### src/rtl/oport_credit_pipe.sv
// Output-port credit pipe for a NoC router.
// Delays crossbar flits by PIPE_STAGES cycles and keeps one downstream credit
// counter and one packet-ownership FSM per output VC. It also reports
// per-port congestion and latches any protocol error until reset.
module oport_credit_pipe #(
    parameter int V           = 4,
    parameter int P           = 5,
    parameter int B           = 4,
    parameter int Fpay        = 32,
    parameter int PIPE_STAGES = 1,
    parameter int CONGw       = 3,
    localparam int Fw         = 2 + V + Fpay,
    localparam int PV         = P * V,
    localparam int CNTw       = $clog2(B + 1)
) (
    input  logic                 clk,
    input  logic                 reset,
    input  logic [P*Fw-1:0]      flit_in_all,
    input  logic [P-1:0]         flit_in_we_all,
    input  logic [PV-1:0]        credit_in_all,
    output logic [P*Fw-1:0]      flit_out_all,
    output logic [P-1:0]         flit_out_we_all,
    output logic [PV-1:0]        ovc_not_full_all,
    output logic [PV-1:0]        ovc_allocated_all,
    output logic [P*CONGw-1:0]   congestion_out_all,
    output logic [P-1:0]         err_all
);

    typedef enum logic {IDLE = 1'b0, BUSY = 1'b1} ovc_state_t;

    localparam logic [CNTw-1:0] FULL     = CNTw'(B);
    localparam logic [CNTw-1:0] ONE      = CNTw'(1);
    localparam logic [V-1:0]    OVC_ONE  = V'(1);
    localparam int              CONG_MAX = (1 << CONGw) - 1;

    logic [CNTw-1:0]    cnt        [PV];
    logic [CNTw-1:0]    cnt_next   [PV];
    ovc_state_t         state      [PV];
    ovc_state_t         state_next [PV];
    logic [P-1:0]       err_next;
    logic [P*CONGw-1:0] cong_next;

    logic [P-1:0]       head;
    logic [P-1:0]       tail;
    logic [P-1:0]       onehot;
    logic [V-1:0]       ovc [P];

    // Field decode of each incoming flit; OVC must be exactly one-hot to count.
    for (genvar g = 0; g < P; g++) begin : g_dec
        assign head[g]   = flit_in_all[g*Fw + Fw - 1];
        assign tail[g]   = flit_in_all[g*Fw + Fw - 2];
        assign ovc[g]    = flit_in_all[g*Fw + Fpay +: V];
        assign onehot[g] = (ovc[g] != '0) && ((ovc[g] & (ovc[g] - OVC_ONE)) == '0);
    end

    // Flit path: plain wires when no stages are requested, otherwise a shift
    // register where only the valid bits are reset.
    if (PIPE_STAGES == 0) begin : g_comb
        assign flit_out_all    = flit_in_all;
        assign flit_out_we_all = flit_in_we_all;
    end else begin : g_pipe
        logic [P*Fw-1:0] flit_p [PIPE_STAGES];
        logic [P-1:0]    vld_p  [PIPE_STAGES];

        // Valid shift chain; cleared on reset so in-flight flits are dropped.
        always_ff @(posedge clk) begin
            if (!reset) begin
                for (int s = 0; s < PIPE_STAGES; s++) vld_p[s] <= '0;
            end else begin
                vld_p[0] <= flit_in_we_all;
                for (int s = 1; s < PIPE_STAGES; s++) vld_p[s] <= vld_p[s-1];
            end
        end

        // Data shift chain; no reset needed because valid qualifies it.
        always_ff @(posedge clk) begin
            flit_p[0] <= flit_in_all;
            for (int s = 1; s < PIPE_STAGES; s++) flit_p[s] <= flit_p[s-1];
        end

        assign flit_out_all    = flit_p[PIPE_STAGES-1];
        assign flit_out_we_all = vld_p[PIPE_STAGES-1];
    end

    // Next-state for credit counters, OVC FSMs and the sticky error flags.
    // The counter is charged at pipe entry so that flits still in flight
    // already hold their credit.
    always_comb begin
        err_next = err_all;
        for (int i = 0; i < PV; i++) begin
            cnt_next[i]   = cnt[i];
            state_next[i] = state[i];
        end
        for (int p = 0; p < P; p++) begin
            if (flit_in_we_all[p] && !onehot[p]) err_next[p] = 1'b1;
            for (int v = 0; v < V; v++) begin
                if (flit_in_we_all[p] && onehot[p] && ovc[p][v] && !credit_in_all[p*V+v]) begin
                    if (cnt[p*V+v] == '0) err_next[p] = 1'b1;
                    else                  cnt_next[p*V+v] = cnt[p*V+v] - ONE;
                end else if (credit_in_all[p*V+v] &&
                             !(flit_in_we_all[p] && onehot[p] && ovc[p][v])) begin
                    if (cnt[p*V+v] == FULL) err_next[p] = 1'b1;
                    else                    cnt_next[p*V+v] = cnt[p*V+v] + ONE;
                end
                if (flit_in_we_all[p] && onehot[p] && ovc[p][v]) begin
                    case ({head[p], tail[p]})
                        2'b10: begin
                            if (state[p*V+v] == IDLE) state_next[p*V+v] = BUSY;
                            else                      err_next[p] = 1'b1;
                        end
                        2'b11: begin
                            if (state[p*V+v] == BUSY) err_next[p] = 1'b1;
                        end
                        2'b01: begin
                            if (state[p*V+v] == BUSY) state_next[p*V+v] = IDLE;
                            else                      err_next[p] = 1'b1;
                        end
                        default: begin
                            if (state[p*V+v] == IDLE) err_next[p] = 1'b1;
                        end
                    endcase
                end
            end
        end
    end

    // Congestion: number of exhausted VCs per port, saturated to the field.
    always_comb begin
        int zc;
        zc        = 0;
        cong_next = '0;
        for (int p = 0; p < P; p++) begin
            zc = 0;
            for (int v = 0; v < V; v++) begin
                if (cnt[p*V+v] == '0) zc = zc + 1;
            end
            cong_next[p*CONGw +: CONGw] = (zc > CONG_MAX) ? CONGw'(CONG_MAX) : CONGw'(zc);
        end
    end

    // Control state registers; reset overrides any flit or credit input.
    always_ff @(posedge clk) begin
        if (!reset) begin
            for (int i = 0; i < PV; i++) begin
                cnt[i]   <= FULL;
                state[i] <= IDLE;
            end
            err_all            <= '0;
            congestion_out_all <= '0;
        end else begin
            for (int i = 0; i < PV; i++) begin
                cnt[i]   <= cnt_next[i];
                state[i] <= state_next[i];
            end
            err_all            <= err_next;
            congestion_out_all <= cong_next;
        end
    end

    for (genvar g = 0; g < PV; g++) begin : g_flags
        assign ovc_not_full_all[g]  = (cnt[g] != '0);
        assign ovc_allocated_all[g] = (state[g] == BUSY);
    end

endmodule

### config.mk
export PLATFORM = sky130hd
export DESIGN_NAME = oport_credit_pipe
export DESIGN_NICKNAME = d
export VERILOG_FILES = /design/src/rtl/oport_credit_pipe.sv
export SDC_FILE = /design/constraint.sdc
export NUM_CORES = 1
export LEC_CHECK = 0
export ABC_AREA = 1
export CAP_MARGIN = 15
export CORE_AREA = 2 2 184 186
export DETAILED_ROUTE_END_ITERATION = 10
export DIE_AREA = 0 0 186 188
export GPL_ROUTABILITY_DRIVEN = 0
export PLACE_DENSITY_LB_ADDON = 0.05
export SLEW_MARGIN = 20
export SYNTH_ARGS = -nofsm -noshare
export SYNTH_HDL_FRONTEND = slang
export SYNTH_SLANG_ARGS = --single-unit
### constraint.sdc
create_clock -name clk -period 3.1 [get_ports clk]
set_input_delay 0.31 -clock clk [delete_from_list [all_inputs] [get_ports clk]]
set_output_delay 0.31 -clock clk [all_outputs]
set_load 0.02 [all_outputs]
== Word-level counts from Yosys, hierarchy flattened ==
Memories as Yosys holds them, arrays and structs flattened.
Cells that the tools add are included.
Word-level totals
  memory bits (writable): 275
  word-level logic and storage cells: 681
  memories: 4
  register bits after elaboration: 20
  bits of input ports: 217
  output and inout port bits: 255
Memory list
  g_pipe.flit_p: depth 1, bits a word 190, rd ports 1, clocked after memory_dff 0, wr ports 1, line 62  | logic [P*Fw-1:0] flit_p [PIPE_STAGES];
  cnt: depth 20, bits a word 3, rd ports 20, clocked after memory_dff 0, wr ports 20, line 36  | logic [CNTw-1:0] cnt [PV];
  state: depth 20, bits a word 1, rd ports 20, clocked after memory_dff 0, wr ports 20, line 38  | ovc_state_t state [PV];
  g_pipe.vld_p: depth 1, bits a word 5, rd ports 1, clocked after memory_dff 0, wr ports 1, line 63  | logic [P-1:0] vld_p [PIPE_STAGES];
Operators by class
  $lt $le $gt $ge: 5
  reduce and logical (&&, ||, !) cells: 176
  mux-type cells: 354
  bitwise gates (word level): 45
  eq/ne operators: 35
  add/subtract/negate cells: 60
Operators by type and width (count)
  $add A32 B2 Y32 const B: 15
  $mux W32: 15
  $mux W3: 105
  $mux W1: 213
  $gt A32 B4 Y1 const B: 5
  $logic_and A1 B1 Y1: 75
  $add A3 B1 Y3 const B: 20
  $eq A3 B3 Y1 const B: 20
  $logic_not A3 Y1: 20
  $reduce_bool A3 Y1: 20
  $sub A3 B1 Y3 const B: 20
  $logic_not A1 Y1: 45
  $or A1 B1 Y1: 40
  $pmux W1 S2: 20
  $and A4 B4 Y4: 5
  $eq A2 B2 Y1 const B: 10
  $logic_not A4 Y1: 5
  $reduce_bool A4 Y1: 5
  $sub A4 B1 Y4 const B: 5
  $eq A2 B1 Y1 const B: 5
  $reduce_or A2 Y1: 5
  $mux W5: 1
  $reduce_or A5 Y1: 1

== Logic depth before layout (Yosys ltp) ==
  depth in word-level cells: 31
  gate-level depth with buffers: 17
  gate-level depth less buffers: 17

== Worst setup path after synthesis ==
No wires, ideal clock.
  kind: register to register
  start point: memory cnt[1][15] (netlist name)
  end point: register congestion_out_all[10]
  slack: 1.167 ns
  data required time: 2.986 ns
  buffers on the path: 0
  library setup time: 0.114 ns
  stages on the path, launching flop included: 11
  clock period less this slack: 1.933 ns
  arrival: 1.819 ns
  cell sequence: dfxtp_1 -> nor2_1 -> nand2_1 -> inv_1 -> ha_1 -> or2_2 -> nand2_1 -> inv_1 -> ha_1 -> o21bai_1 -> inv_1
RTL lines
  start, declared: line 36
  end signal, assigned: line 156  | congestion_out_all <= cong_next;
  end, declared: line 25  | output logic [P*CONGw-1:0] congestion_out_all,

==> qor_table.md <==
| Result | This run |
|---|---|
| # setup viols final | 0 |
| Clock tree from TritonCTS | yes |
| Type of the worst setup path | flip-flop to output pin |
| Layout cell share with drive strength beyond 1 | 0.05363 |
| Quantity of gates resized following cts | 0 |
| Share of the clock period used by the worst path after layout | 0.7627 |
| Buffer count from post-CTS setup fixing | 0 |
| Result of the run | complete, no violations |
| Worst Clk Skew | 0.01099 ns |
| Sequential cell area fraction in the yosys report | 0.5300 |
| Initial DRC count | 330 |
| Die H | 188 um |
| Total length of routed wires | 34300 um |
| Placement Rows | 67 |
| Worst Reg2Reg Path Length in Cells | 9 |
| I/O Buffers | 471 |
| Vias per cell | 4.259 |
| Internal | 8285 uW |
| Fill cell total of the finished layout | 3032 |
| Register bit total from synthesis | 295 |
| CTS Hold Bufs | 0 |
| Top-level I/O count | 472 |
| Post-synth cell types | 37 |
| Global-route wire length before repair | 51610 um |
| Growth of design area from synthesis to finish | 57.07% |
| Area of the placeable core | 33110 sq um |
| Crit-path max cell delay | 0.60 ns |
| Avg Inst Size Synth | 8.823 sq um |
| Clock-pin slew on the worst setup and hold paths | 0.06 ns |
| Routed len/inst | 15.32 um |
| RSZ-0062 raised after global routing | no |
| Slowest cell on crit path | clkdlybuf4s50_1 |
| Peak fanout along the critical path | 5 |
| Fraction of power consumed by the clock network | 0.325 |
| Synth Flop Type | dfxtp_1 |
| Leakage power of the design | 0.007875 uW |
| Final-layout worst hold slack | 0.2422 ns |
| Half-perimeter wire length of the detailed placement result | 27140 um |
| Post-Route Utilization | 0.5294 |
| 1st-pass router iterations | 4 |
| Clock sink count | 295 |
| Clock latency at the later pin of the worst-skew pair | 0.51 ns |
| Fraction of registers with async set or reset after synthesis | 0 |
| Maximum clock path buffer count | 3 |
| Vias in the first global route | 9102 |
| Number of endpoints with negative hold slack in the final report | 0 |
| Critical path data arrival time | 2.05 ns |
| Initial antenna violation count | 4 |
| Launching element type of the critical path | flip-flop |
| Power density cells | 701.1 nW/um^2 |
| Setup TNS | 0 ns |
| Part of the total power dissipated in combinational logic | 0.301 |
| Fmax | 422.9 MHz |
| Net switching power | 4005 uW |
| Worst hold path class | primary input to flip-flop |
| Hold Path Cell Cnt | 1 |
| Total Die Area | 34970 sq um |
| IR Drop Worst-Case VDD | 0.0003899 V |
| Initial standard-cell utilization of the core | 0.3370 |
| Number of enable-type register cells in the synthesized netlist | 1 |
| Type of destination of the critical path | output pin |
| Final net count | 2061 |
| Required time of the critical path | 2.79 ns |
| Number of buffers inserted during clock tree synthesis | 35 |
| Die W | 186 um |
| Syn. warnings | 0 |
| Inst Count DP | 2175 |
| Number of pins with negative max-slew slack in the final report | 0 |
| Post-synth design cell area | 11160 sq um |
| Max-Slew Margin vs Limit | 0.4460 |
| Vias post-DR | 9535 |
| Sequential group share of total power | 0.374 |
| Minimum clock period after layout | 2.365 ns |
| Number of design rule violations left after detail routing | 0 |
| Largest net degree at the start of global routing | 81 |
| Total grt overflow | 0 |
| Actual slew at the worst max-slew pin | 0.8311 ns |
| Combined global-route utilization of all metal layers | 0.1920 |
| Final standard cell count with taps included and fillers excluded | 2239 |
| Max-cap violations | 0 |
| Synthesized instance count | 1265 |
| Switching portion of total power | 0.3259 |
| Root Buffer Master | clkbuf_16 |
| Synth Net Count | 1562 |
| Htree depth | 2 |
| Residual antenna-violating net count after detailed routing | 0 |
| Sequence of cells on the critical path | nor3_1 > inv_1 > clkdlybuf4s50_1 |
## sequential cells by signal, summed over array words and instances (netlist names)
name                count
congestion_out_all     15
cnt                    60
g_pipe.flit_p         190
g_pipe.vld_p            5
state                  20
err_all                 5
## synthesized netlist by cell type (all sizes together), types with 15 or more instances
master  count  area [sq um]
fa         20         400.4
dfxtp     294          5886
xor2       22         192.7
a21oi      78         390.4
o21ai     108         566.8
nand4      22         203.9
inv       236         885.9
nand3      37         185.2
nor3       15         75.07
nor2      113         471.7
nand2     207         782.0
ha         60         750.7
## layout by cell type, fill, tap and decap left out, types with 3 or more instances in the layout
cell type | netlist | final
a31oi_1 | 3 | 3
inv_1 | 235 | 235
clkbuf_16 | 0 | 36
clkdlybuf4s50_1 | 0 | 470
or2_2 | 12 | 12
o21ai_2 | 7 | 7
nand4_4 | 4 | 4
nand4_1 | 17 | 17
o21ai_1 | 11 | 11
xor2_1 | 22 | 22
fa_1 | 20 | 20
ha_1 | 60 | 60
clkinv_2 | 0 | 3
nor2_1 | 100 | 100
clkbuf_1 | 8 | 11
nor2_4 | 3 | 3
a21oi_1 | 78 | 78
clkbuf_8 | 0 | 7
nor3_1 | 15 | 15
nand3_1 | 37 | 37
o21bai_1 | 5 | 5
o21ai_0 | 90 | 90
nand2_1 | 205 | 205
nor2_2 | 10 | 10
xnor2_1 | 8 | 8
dfxtp_1 | 294 | 294
## final timing paths
check                        start                      to  slack, ns
setup reg to reg         cnt[2][0]  congestion_out_all[14]       0.84
setup / recovery         cnt[2][0]    ovc_not_full_all[16]       0.74
hold reg to reg         cnt[0][14]              cnt[0][14]       0.49
hold / removal    flit_in_all[136]   g_pipe.flit_p[0][136]       0.24
## metrics by stage
| step | area, sq um | worst slack [ns] | power, uW |
|---|---|---|---|
| floorplan | 11160 | 1.167 | 6969 |
| finish | 17530 | 0.7355 | 12290 |
| CTS | 17530 | 0.6564 | 12490 |
| global route | 17530 | 0.4812 | 13190 |
| global placement | 16400 | 0.5550 | 8341 |
| detailed placement | 16400 | 0.5079 | 8399 |
## per-layer routing
metal | vias up | part of all wire | wire [um] | track usage
met4 | 6 | 0.017 | 595 | 0.04452
met5 | - | 0.0010 | 36 | 0
met1 | 4270 | 0.43 | 14590 | 0.2353
met2 | 261 | 0.48 | 16550 | 0.3317
met3 | 46 | 0.074 | 2527 | 0.05341
li1 | 4952 | - | - | -
## final cells by class
cell class              instances  area (sq um)  area share
repair buffers                473          4725      0.2695
clock buffers                  54          1039     0.05924
flip-flops and latches        295          5916      0.3374
well taps                     448         560.5     0.03197
multi-input cells             722          4308      0.2457
diodes                          1         2.502   0.0001427
inverters                     237         889.6     0.05075
clock inverters                 9         91.34    0.005210
## cells by family after synthesis
logic type / after synthesis / share of synthesized area
AOI/OAI and AO/OA: 200 / 0.09484
xor gates and xnor gates: 30 / 0.02354
adders and majority gates: 80 / 0.1031
buffers and inverters: 248 / 0.08397
DFF: 295 / 0.5300
and+or+nand+nor: 412 / 0.1645
## power groups by stage
stage / clock network, uW / registers [uW] / logic, uW
finish: 3990 / 4600 / 3700
global route: 4300 / 4670 / 4210
CTS: 4140 / 4600 / 3750
detailed placement: 0 / 4670 / 3730
global placement: 0 / 4670 / 3670
floorplan: 0 / 4860 / 2110
## critical path: cells and delay by family, from the launching register on
family,cells,cell delay (ns)
buf+inv,2,0.78
simple gates,1,0.43
flops,1,0.34
No activity file was read; power rests on OpenSTA's default activity.
